<file path="src/rtl/dp_sequencer.sv">
// Multi-cycle control sequencer for the 16-bit stack/register datapath.
// It fetches {op, payload} over a req/ack handshake and then pulses that op's datapath controls for one cycle.
module dp_sequencer #(
    parameter int IW   = 20,
    parameter int CNTW = 16
) (
    input  logic            clk,
    input  logic            reset,
    input  logic            run,
    output logic            imem_req,
    input  logic            imem_ack,
    input  logic [IW-1:0]   imem_data,
    output logic [15:0]     isr,
    output logic            regw,
    output logic            memw,
    output logic [1:0]      memin,
    output logic            sflag,
    output logic [1:0]      spi,
    output logic            pcin,
    output logic            pci,
    output logic            pcw,
    output logic            spw,
    output logic            halted,
    output logic            illegal,
    output logic [CNTW-1:0] retired
);

    localparam int OPW = IW - 16;

    typedef enum logic [1:0] {
        S_IDLE,
        S_FETCH,
        S_EXEC,
        S_HALT
    } state_t;

    state_t          state_reg, state_next;
    logic [IW-1:0]   ir_reg, ir_next;
    logic            halted_reg, halted_next;
    logic            illegal_reg, illegal_next;
    logic [CNTW-1:0] retired_reg, retired_next;

    logic [OPW-1:0]  op;
    logic [15:0]     op_hot;
    logic            op_undefined;

    assign op = ir_reg[IW-1:16];

    // One-hot opcode decode; ops 9..15 are undefined and behave as NOP.
    for (genvar gi = 0; gi < 16; gi++) begin : g_op_decode
        assign op_hot[gi] = (op == OPW'(gi));
    end
    assign op_undefined = |op_hot[15:9];

    assign isr     = ir_reg[15:0];
    assign halted  = halted_reg;
    assign illegal = illegal_reg;
    assign retired = retired_reg;

    always_comb begin
        state_next   = state_reg;
        ir_next      = ir_reg;
        halted_next  = halted_reg;
        illegal_next = illegal_reg;
        retired_next = retired_reg;
        imem_req     = 1'b0;
        regw         = 1'b0;
        memw         = 1'b0;
        memin        = 2'd0;
        sflag        = 1'b0;
        spi          = 2'd0;
        pcin         = 1'b0;
        pci          = 1'b0;
        pcw          = 1'b0;
        spw          = 1'b0;

        case (state_reg)
            S_IDLE: begin
                if (run) begin
                    state_next = S_FETCH;
                end
            end
            S_FETCH: begin
                imem_req = 1'b1;
                if (imem_ack) begin
                    ir_next    = imem_data;
                    state_next = S_EXEC;
                end
            end
            S_EXEC: begin
                pcin         = 1'b1;
                pcw          = 1'b1;
                retired_next = retired_reg + CNTW'(1);
                state_next   = run ? S_FETCH : S_IDLE;
                if (op_hot[1]) begin
                    regw  = 1'b1;
                    sflag = 1'b1;
                end
                if (op_hot[2]) begin
                    memw = 1'b1;
                    spi  = 2'd2;
                    spw  = 1'b1;
                end
                if (op_hot[3]) begin
                    memw  = 1'b1;
                    memin = 2'd2;
                    spi   = 2'd2;
                    spw   = 1'b1;
                end
                if (op_hot[4]) begin
                    regw = 1'b1;
                    spi  = 2'd1;
                    spw  = 1'b1;
                end
                if (op_hot[5]) begin
                    pci = 1'b1;
                end
                // CALL pushes the return address (PC+1) while branching.
                if (op_hot[6]) begin
                    memw  = 1'b1;
                    memin = 2'd1;
                    spi   = 2'd2;
                    spw   = 1'b1;
                    pci   = 1'b1;
                end
                if (op_hot[7]) begin
                    pcin = 1'b0;
                    spi  = 2'd1;
                    spw  = 1'b1;
                end
                if (op_hot[8]) begin
                    pcw         = 1'b0;
                    halted_next = 1'b1;
                    state_next  = S_HALT;
                end
                if (op_undefined) begin
                    illegal_next = 1'b1;
                end
            end
            S_HALT: begin
                state_next = S_HALT;
            end
            default: begin
                state_next = S_IDLE;
            end
        endcase
    end

    always_ff @(posedge clk) begin
        if (reset) begin
            state_reg   <= S_IDLE;
            ir_reg      <= '0;
            halted_reg  <= 1'b0;
            illegal_reg <= 1'b0;
            retired_reg <= '0;
        end else begin
            state_reg   <= state_next;
            ir_reg      <= ir_next;
            halted_reg  <= halted_next;
            illegal_reg <= illegal_next;
            retired_reg <= retired_next;
        end
    end

endmodule

</file>
<file path="config.mk">
export PLATFORM = sky130hd
export DESIGN_NAME = dp_sequencer
export DESIGN_NICKNAME = d
export VERILOG_FILES = /design/src/rtl/dp_sequencer.sv
export SDC_FILE = /design/constraint.sdc
export NUM_CORES = 1
export LEC_CHECK = 0
export BUFFER_PORTS_ARGS = -buffer_cell sky130_fd_sc_hd__buf_2
export CAP_MARGIN = 25
export CORE_ASPECT_RATIO = 1.4
export CORE_MARGIN = 1.5
export CORE_UTILIZATION = 52
export CTS_CLUSTER_DIAMETER = 80
export DETAILED_ROUTE_END_ITERATION = 6
export PLACE_DENSITY = 0.84
export SLEW_MARGIN = 10
export SYNTH_ARGS = -nofsm -noshare
export SYNTH_HDL_FRONTEND = slang
export SYNTH_SLANG_ARGS = --single-unit
</file>
<file path="constraint.sdc">
create_clock -name clk -period 2.15 [get_ports clk]
set_input_delay 0.43 -clock clk [delete_from_list [all_inputs] [get_ports clk]]
set_output_delay 0.43 -clock clk [all_outputs]
set_load 0.05 [all_outputs]
</file>
# Yosys cells after proc, flatten, opt, wreduce, memory -nomap -nowiden
# Index checks and enable logic that the tools add are counted.
[classes]
n_addsub = 1
n_eq_ne = 20
n_mux = 34
reduce_logical = 6
[ops]
columns = ["cell", "n"]
rows = [
  ["$eq 4x4->1 const B", 8],
  ["$mux 2", 12],
  ["$mux 1", 21],
  ["$add 16x1->16 const B", 1],
  ["$eq 4x3->1 const B", 4],
  ["$eq 4x2->1 const B", 2],
  ["$pmux 2 s4", 1],
  ["$reduce_and 2->1", 4],
  ["$reduce_or 7->1", 1],
  ["$eq 2x2->1 const B", 2],
  ["$eq 4x1->1 const B", 1],
  ["$ne 2x2->1 const B", 2],
  ["$eq 2x1->1 const B", 1],
  ["$logic_not 2->1", 1],
]
[totals]
register_bits = 40
output_inout_bits = 46
word_cells = 66

# Longest topological paths before layout
# Gate-level depths: netlist of run 1.
[depth]
depth_word = 7
ltp_mapped = 6
mapped_depth_nobuf = 5

# Worst setup path after synthesis of run 1
# OpenSTA, ideal clock, no wires.
[synth_path]
path_type = "flip-flop to output port"
startpoint = "register state_reg[1]"
endpoint = "output port memin[1]"
arrival_time_ns = 2.315
required_time_ns = 1.720
slack_ns = -0.595
stages_incl_launch_ff = 5
path_cell_list = "dfxtp_1 buf_4 nand2b_1 clkbuf_1 nor4b_1"
[synth_between]
elab_chain_len = 2
[synth_lines]
columns = ["item", "line", "rtl"]
rows = [
  ["from (decl)", "37", "state_t state_reg, state_next;"],
  ["from (signal assigned)", "157", "state_reg <= state_next;"],
  ["$eq 2x2->1", "77", "case (state_reg)"],
  ["$mux 2", "77", ""],
  ["to (decl)", "16", "output logic [1:0] memin,"],
]
# Every way passes these cells.

# Final worst setup path of run 1
[layout_path]
startpoint = "register ir_reg[16]"
endpoint = "output port pcw"
[layout_between]
elab_chain_len = 3
[layout_lines]
columns = ["item", "line", "rtl"]
rows = [
  ["from (decl)", "38", "logic [IW-1:0] ir_reg, ir_next;"],
  ["from (signal assigned)", "158", "ir_reg <= ir_next;"],
  ["$eq 4x4->1", "51", "assign op_hot[gi] = (op == OPW'(gi));"],
  ["$mux 1", "131", "if (op_hot[8]) begin"],
  ["$mux 1", "77", ""],
  ["to (decl)", "21", "output logic pcw,"],
]
# Every way passes these cells.

==> metrics.md, run 1 <==
| Metric | Value |
|---|---|
| Fin crit period | `2.05 ns` |
| Worst Path Class, Setup | `flip-flop to output pin` |
| Clock buffer depth | `2` |
| Crit path setup slack, layout | `0.104 ns` |
| TritonCTS clock tree | `done` |
| Average cell area after synthesis | `7.98 um2` |
| Critical path's slowest cell | `sky130_fd_sc_hd__or3_1` |
| Number of stages on the worst hold path | `3` |
| Antenna cell count | `0` |
| Global-route wire length before repair | `6.08 mm` |
| Number of clock sinks | `40` |
| Number of input and output port buffers inserted | `69` |
| Worst Hold End | `ir_reg[19]` |
| Antenna violations before repair | `0` |
| Number of cells traversed by the worst register-to-register path | `4` |
| CTS root buffer | `sky130_fd_sc_hd__clkbuf_8` |
| Area enclosed by the die boundary | `3900 um2` |
| Number of max-slew violations in the final report | `0` |
| Post-detailed-route DRC marker count | `0` |
| Minimum setup slack among reg-to-reg paths | `0.49 ns` |
| Die extent in y | `73.3 um` |
| Count of cell types in the netlist | `33` |
| Most frequent standard cell in the layout excluding fill and tap cells | `sky130_fd_sc_hd__buf_2` |
| Number of H-tree levels | `2` |
| Relative area change from synthesis to final layout | `18.1%` |
| Total number of yosys warnings | `0` |
| Effective utilization at floorplan | `54.3%` |
| Horizontal die dimension | `53.2 um` |
| Worst slack, placed | `0.321 ns` |
| Worst reg2reg startpoint | `retired[3]` |
| Routability-driven placement congestion ratio | `0.767` |
| Cell repeated most along the worst path | `sky130_fd_sc_hd__nor2_1` |
| Commonest cells after routing, fill and taps aside | `sky130_fd_sc_hd__buf_2, sky130_fd_sc_hd__nand2_1, sky130_fd_sc_hd__dfxtp_1, sky130_fd_sc_hd__a21oi_1, sky130_fd_sc_hd__nor2_1` |
| Data arrival time of the worst path | `1.62 ns` |
| First-pass detailed-route iteration total | `4` |
| Maximum Capacitance Violations | `0` |
| Worst Tran Pin Value | `0.700 ns` |
| Fin crit share | `95.1%` |
| Antenna-violating nets left | `0` |
| Count of vias placed by the detailed router | `1657` |
| Worst reg2reg path endpoint | `retired[15]` |
| Critical path endpoint category | `output pin` |
| Setup violation total in the final timing report | `0` |
| Fin nets | `303` |
| Vias in the first global route | `1478` |
| Leakage power summed over all cells | `0.999 nW` |
| Final non-filler cell area | `2170 um2` |
| Detailed-route vias per instance | `5.19` |
| Max transition margin | `53.3%` |
| Startpoint of the most critical setup path | `ir_reg[16]` |
| Count of final hold-check violations | `0` |
| Sequential area share after synthesis | `43.7%` |
| Number of standard-cell rows in the floorplan | `25` |
| Clock insertion delay at the later pin of the skew report | `0.30 ns` |
| Worst voltage drop across the vdd grid | `0.000481 V` |
| Hold buffer count at cts | `0` |
| Highest fanout seen on the critical path | `8` |
| Post-CTS clock slew at the launch and capture registers of the worst setup and hold paths | `0.08 ns` |
| Core footprint | `3380 um2` |
| Post-detailed-placement cell area | `2070 um2` |
| Number of clock buffers inserted by TritonCTS | `5` |
| Number of flip-flops and latches in the synthesized netlist | `40` |
| Half-perimeter wire length after detailed placement | `2.69 mm` |
| Delay of the slowest cell on the worst path | `0.43 ns` |
| Setup repair after global routing missed its margin | `no` |
| Share of layout cells above drive strength 1 | `30.8%` |
| Number of cells produced by synthesis | `230` |
| Min-Delay Path Class | `input port to flip-flop` |
| Cell area after synthesis | `1830 um2` |
| Drt first-iter violations | `13` |
| Data required time at the worst endpoint | `1.72 ns` |
| Status | `finished, final reports clean` |
| Number of fill cells in the layout | `327` |
| Detailed Route WL | `3.80 mm` |
| Max Clock Skew | `0.00855 ns` |
| Crit path cell chain | `or3_1 > nor2_1 > nor2_1 > buf_2` |
| Pin count of the biggest net entering global routing | `41` |
| GR Overflow Total | `0` |
| Largest register FFs | `20` |
| Total track usage | `21.1%` |
| Power per standard cell area | `658 nW/um2` |
| Synthesized netlist net count | `255` |
| Worst min-delay path startpoint | `imem_data[19]` |
| Routed wirelength normalized by instance count | `11.9 um` |
| Top-Level Pins | `70` |
| Kind of start point of the critical path | `flip-flop` |
| Highest clock rate | `489 MHz` |
-- how the worst max path moves through the flow --
stage | depth (start not counted) | endpoint
6_report | 4 | pcw
5_1_grt | 5 | spi[0]
4_1_cts | 5 | spi[0]
3_5_place_dp | 5 | spi[0]
3_3_place_gp | 5 | spi[0]
2_1_floorplan | 4 | memin[0]
-- synth_stat cells, drive strengths merged --
cell type / count / area, um2
a21oi: 28 / 140
a31oi: 1 / 6.26
and2b: 1 / 7.51
and3: 3 / 18.8
and4: 2 / 22.5
and4b: 1 / 10.0
buf: 18 / 131
clkbuf: 11 / 41.3
dfxtp: 40 / 801
ha: 1 / 12.5
inv: 2 / 7.51
nand2: 55 / 206
nand2b: 1 / 6.26
nand3: 2 / 10.0
nand3b: 1 / 20.0
nand4: 5 / 46.3
nand4b: 1 / 8.76
nor2: 20 / 75.1
nor2b: 1 / 6.26
nor3: 5 / 25.0
nor4: 5 / 31.3
nor4b: 1 / 8.76
o21a: 1 / 7.51
o21ai: 3 / 15.0
o31ai: 1 / 7.51
or2: 2 / 12.5
or3: 3 / 18.8
or4: 1 / 7.51
xnor2: 7 / 61.3
xor2: 7 / 61.3
-- power by group --
part | internal [W] | total (W) | switching [W]
clock | 0.000256 | 0.000513 | 0.000257
sequential | 0.000756 | 0.000771 | 0.0000154
combinational | 0.0000445 | 0.000141 | 0.0000965
total | 0.00106 | 0.00142 | 0.000369
-- logic make-up (layout without fill, tap and decap cells) --
family / Yosys count / after routing / synth area share [%]
compound gates: 34 / 34 / 9.62
xor+xnor: 14 / 14 / 6.68
fa+ha+maj: 1 / 1 / 0.682
buf+inv: 31 / 80 / 9.82
flops: 40 / 40 / 43.7
simple gates: 110 / 110 / 29.5
-- timing repair --
action	in CTS	in global routing
endpoints found under the setup margin	1	4
pin swaps	0	0
setup buffers	0	0
gates resized for setup	1	1
-- through the flow --
stage	total power (W)	hold WS (ns)	util (%)	cells	TNS (ns)
2_1_floorplan	0.000900	0.437	-	230	-1.40
3_3_place_gp	0.000927	0.439	61.3	311	0
3_5_place_dp	0.000929	0.444	61.3	311	0
4_1_cts	0.00144	0.356	64.1	319	0
5_1_grt	0.00149	0.358	64.1	319	0
6_report	0.00142	0.362	64.1	319	0
-- per-layer routing --
metal	track usage (%)	up-vias	wire length [um]
met1	21.1	763	1510
met3	7.32	7	232
li1	-	842	-
met5	0	-	0
met2	38.1	45	2000
met4	9.40	0	64
-- critical path: cells and delay by family (launching register included) --
family                 cells  cell delay (ns)
and+or+nand+nor            3             0.72
DFF                        1             0.40
buffers and inverters      1             0.21
-- final cells by class --
| type | instances | area, um2 | area share (%) |
|---|---|---|---|
| multi-input cells | 159 | 862 | 39.8 |
| inverters | 2 | 7.51 | 0.346 |
| clock buffers | 6 | 82.6 | 3.81 |
| flip-flops and latches | 40 | 802 | 37.0 |
| clock inverters | 2 | 10.0 | 0.462 |
| well taps | 40 | 50.0 | 2.31 |
| repair buffers | 70 | 353 | 16.3 |
(Power assumes the default switching activity.)
==> inputs of run 2 (changes only) <==
--- a/config.mk
+++ b/config.mk
@@ -5,7 +5,7 @@
 export SDC_FILE = /design/constraint.sdc
 export NUM_CORES = 1
 export LEC_CHECK = 0
-export BUFFER_PORTS_ARGS = -buffer_cell sky130_fd_sc_hd__buf_2
+export BUFFER_PORTS_ARGS = -buffer_cell sky130_fd_sc_hd__clkbuf_2
 export CAP_MARGIN = 25
 export CORE_ASPECT_RATIO = 1.4
 export CORE_MARGIN = 1.5
==> run 2 against run 1 <==
  * Via count is 1.9% lower
  * Clock power is 11% lower
  * Setup slack better by 0.0078 ns
  * Die area stayed put
  * Core utilization stayed put
  * Critical endpoint unchanged
  * Hold slack worse by 0.0080 ns
  * First-iteration DRC count is 140% higher
  * Largest power group unchanged
  * Critical path type unchanged
==> metrics.md, run 2 (synthesis results as in run 1) <==
| Metric | Value |
|---|---|
| Die extent in y | `73.3 um (unchanged)` |
| Total area of multi-input combinational cells | `862 um2 (unchanged)` |
| Data arrival time of the worst path | `1.61 ns (was 1.62 ns)` |
| Hold buffer count at cts | `0 (unchanged)` |
| Max Clock Skew | `0.00495 ns (was 0.00855 ns)` |
| Count of vias placed by the detailed router | `1625 (was 1657)` |
| Number of clock buffers inserted by TritonCTS | `5 (unchanged)` |
| Post-route worst hold slack | `0.354 ns (was 0.362 ns)` |
| Most frequent standard cell in the layout excluding fill and tap cells | `sky130_fd_sc_hd__clkbuf_2 (was sky130_fd_sc_hd__buf_2)` |
| Commonest cells after routing, fill and taps aside | `sky130_fd_sc_hd__clkbuf_2, sky130_fd_sc_hd__nand2_1, sky130_fd_sc_hd__dfxtp_1, sky130_fd_sc_hd__a21oi_1, sky130_fd_sc_hd__nor2_1 (was sky130_fd_sc_hd__buf_2, sky130_fd_sc_hd__nand2_1, sky130_fd_sc_hd__dfxtp_1, sky130_fd_sc_hd__a21oi_1, sky130_fd_sc_hd__nor2_1)` |
| Highest clock rate | `491 MHz (was 489 MHz)` |
| Critical path's slowest cell | `sky130_fd_sc_hd__or3_1 (unchanged)` |
| Critical path endpoint category | `output pin (unchanged)` |
| Cell repeated most along the worst path | `sky130_fd_sc_hd__nor2_1 (unchanged)` |
| Post-detailed-route DRC marker count | `0 (unchanged)` |
| Detailed-route vias per instance | `5.08 (was 5.19)` |
| Non-filler instance count after layout | `320 (was 319)` |
| Count of final hold-check violations | `0 (unchanged)` |
| Number of clock sinks | `40 (unchanged)` |
| Status | `finished, final reports clean (unchanged)` |
| Number of placed instances, taps included | `313 (was 311)` |
| Antenna violations before repair | `0 (unchanged)` |
| Clock insertion delay at the later pin of the skew report | `0.29 ns (was 0.30 ns)` |
| CTS root buffer | `sky130_fd_sc_hd__clkbuf_8 (unchanged)` |
| Max transition margin | `58.1% (was 53.3%)` |
| Worst Tran Pin Value | `0.627 ns (was 0.700 ns)` |
| Delay of the slowest cell on the worst path | `0.41 ns (was 0.43 ns)` |
| Number of input and output port buffers inserted | `69 (unchanged)` |
| Top-Level Pins | `70 (unchanged)` |
| Post-CTS clock slew at the launch and capture registers of the worst setup and hold paths | `0.07 ns (was 0.08 ns)` |
| Number of fill cells in the layout | `296 (was 327)` |
| Final design utilization | `64.1% (unchanged)` |
| Antenna-violating nets left | `0 (unchanged)` |
| Number of standard-cell rows in the floorplan | `25 (unchanged)` |
| Data required time at the worst endpoint | `1.72 ns (about the same)` |
| TritonCTS clock tree | `done (unchanged)` |
| PnR Total Power | `0.00137 W (was 0.00142 W)` |
| Setup violation total in the final timing report | `0 (unchanged)` |
| Core footprint | `3380 um2 (unchanged)` |
| Number of max-slew violations in the final report | `0 (unchanged)` |
| Largest register FFs | `20 (unchanged)` |
| Fin crit share | `94.8% (was 95.1%)` |
| Leakage power summed over all cells | `0.962 nW (was 0.999 nW)` |
| Fin crit period | `2.04 ns (was 2.05 ns)` |
| Routability-driven placement congestion ratio | `0.789 (was 0.767)` |
| Effective utilization at floorplan | `54.3% (unchanged)` |
| Area enclosed by the die boundary | `3900 um2 (unchanged)` |
| Power per standard cell area | `633 nW/um2 (was 658 nW/um2)` |
| Worst voltage drop across the vdd grid | `0.000610 V (was 0.000481 V)` |
| Number of H-tree levels | `2 (unchanged)` |
| Top cell family by delay on the critical path | `simple AND/OR/NAND/NOR gates (unchanged)` |
| Minimum setup slack among reg-to-reg paths | `0.54 ns (was 0.49 ns)` |
| Highest fanout seen on the critical path | `8 (unchanged)` |
| Half-perimeter wire length after detailed placement | `2.69 mm (about the same)` |
| Antenna cell count | `0 (unchanged)` |
| Area taken by flip-flops and latches | `802 um2 (unchanged)` |
| Routed wirelength normalized by instance count | `11.3 um (was 11.9 um)` |
| GR Overflow Total | `0 (unchanged)` |
| Min-Delay Path Class | `input port to flip-flop (unchanged)` |
| Setup_tns | `0 ns (unchanged)` |
| Detailed Route WL | `3.62 mm (was 3.80 mm)` |
| Number of buffers and inverters on the critical path | `1 (unchanged)` |
| Worst Path Class, Setup | `flip-flop to output pin (unchanged)` |
| Kind of start point of the critical path | `flip-flop (unchanged)` |
| Maximum Capacitance Violations | `0 (unchanged)` |
| Clock buffer depth | `2 (unchanged)` |
| Share of layout cells above drive strength 1 | `30.7% (was 30.8%)` |
| Relative area change from synthesis to final layout | `18.1% (unchanged)` |
| First-pass detailed-route iteration total | `4 (unchanged)` |
| Horizontal die dimension | `53.2 um (unchanged)` |
| Total track usage | `20.1% (was 21.1%)` |
| Setup repair after global routing missed its margin | `no (unchanged)` |
| Fin nets | `305 (was 303)` |
| Pin count of the biggest net entering global routing | `25 (was 41)` |
| Global-route wire length before repair | `5.85 mm (was 6.08 mm)` |
| Drt first-iter violations | `31 (was 13)` |
| Crit path cell chain | `or3_1 > nor2_1 > nor2_1 > clkbuf_2 (was or3_1 > nor2_1 > nor2_1 > buf_2)` |
| Vias in the first global route | `1403 (was 1478)` |
-- run 2: routing by layer --
metal / GRT usage [%] / share of wire [%] / vias up
li1: - / - / 847
met3: 7.32 / 5.8 / 5
met1: 21.1 / 41 / 730
met2: 36.1 / 52 / 43
met5: 0 / 0 / -
met4: 6.84 / 1.2 / 0
-- run 2: final timing paths --
kind	depth (start not counted)	from	end
max	4	ir_reg[16]	pcw
min	3	imem_data[9]	ir_reg[9]
max reg2reg	4	retired[3]	retired[15]
min reg2reg	2	ir_reg[1]	ir_reg[1]
-- run 2: final cells by class --
| type | count | share of cell area [%] |
|---|---|---|
| Multi-Input combinational cell | 159 | 39.8 |
| Sequential cell | 40 | 37.0 |
| Timing Repair Buffer | 72 | 17.0 |
| Clock buffer | 6 | 3.35 |
| Tap cell | 40 | 2.31 |
| Inverter | 2 | 0.346 |
| Clock inverter | 1 | 0.231 |
-- run 2: report_power, final --
part,internal [W],switching [W],total [W]
combinational,0.0000462,0.0000966,0.000143
clock,0.000220,0.000237,0.000457
sequential,0.000756,0.0000155,0.000771
total,0.00102,0.000349,0.00137
-- run 2: tightest hold or removal path, delay by kind of cell --
family / cells / cell delay, ns
buffers and inverters: 1 / 0.08
and+or+nand+nor: 1 / 0.04
AOI/OAI and AO/OA: 1 / 0.05
-- run 2: repair_timing --
action,in CTS,in global routing
setup endpoints to repair,4,4
resized for setup,1,2
buffers inserted,0,0
-- run 2: metrics by stage --
stage	cell area (um2)	setup WS (ns)
after floorplan	1840	-0.453
after global placement	2090	0.341
after detailed placement	2090	0.268
after CTS	2160	0.0562
after global routing	2170	0.000310
final	2170	0.112
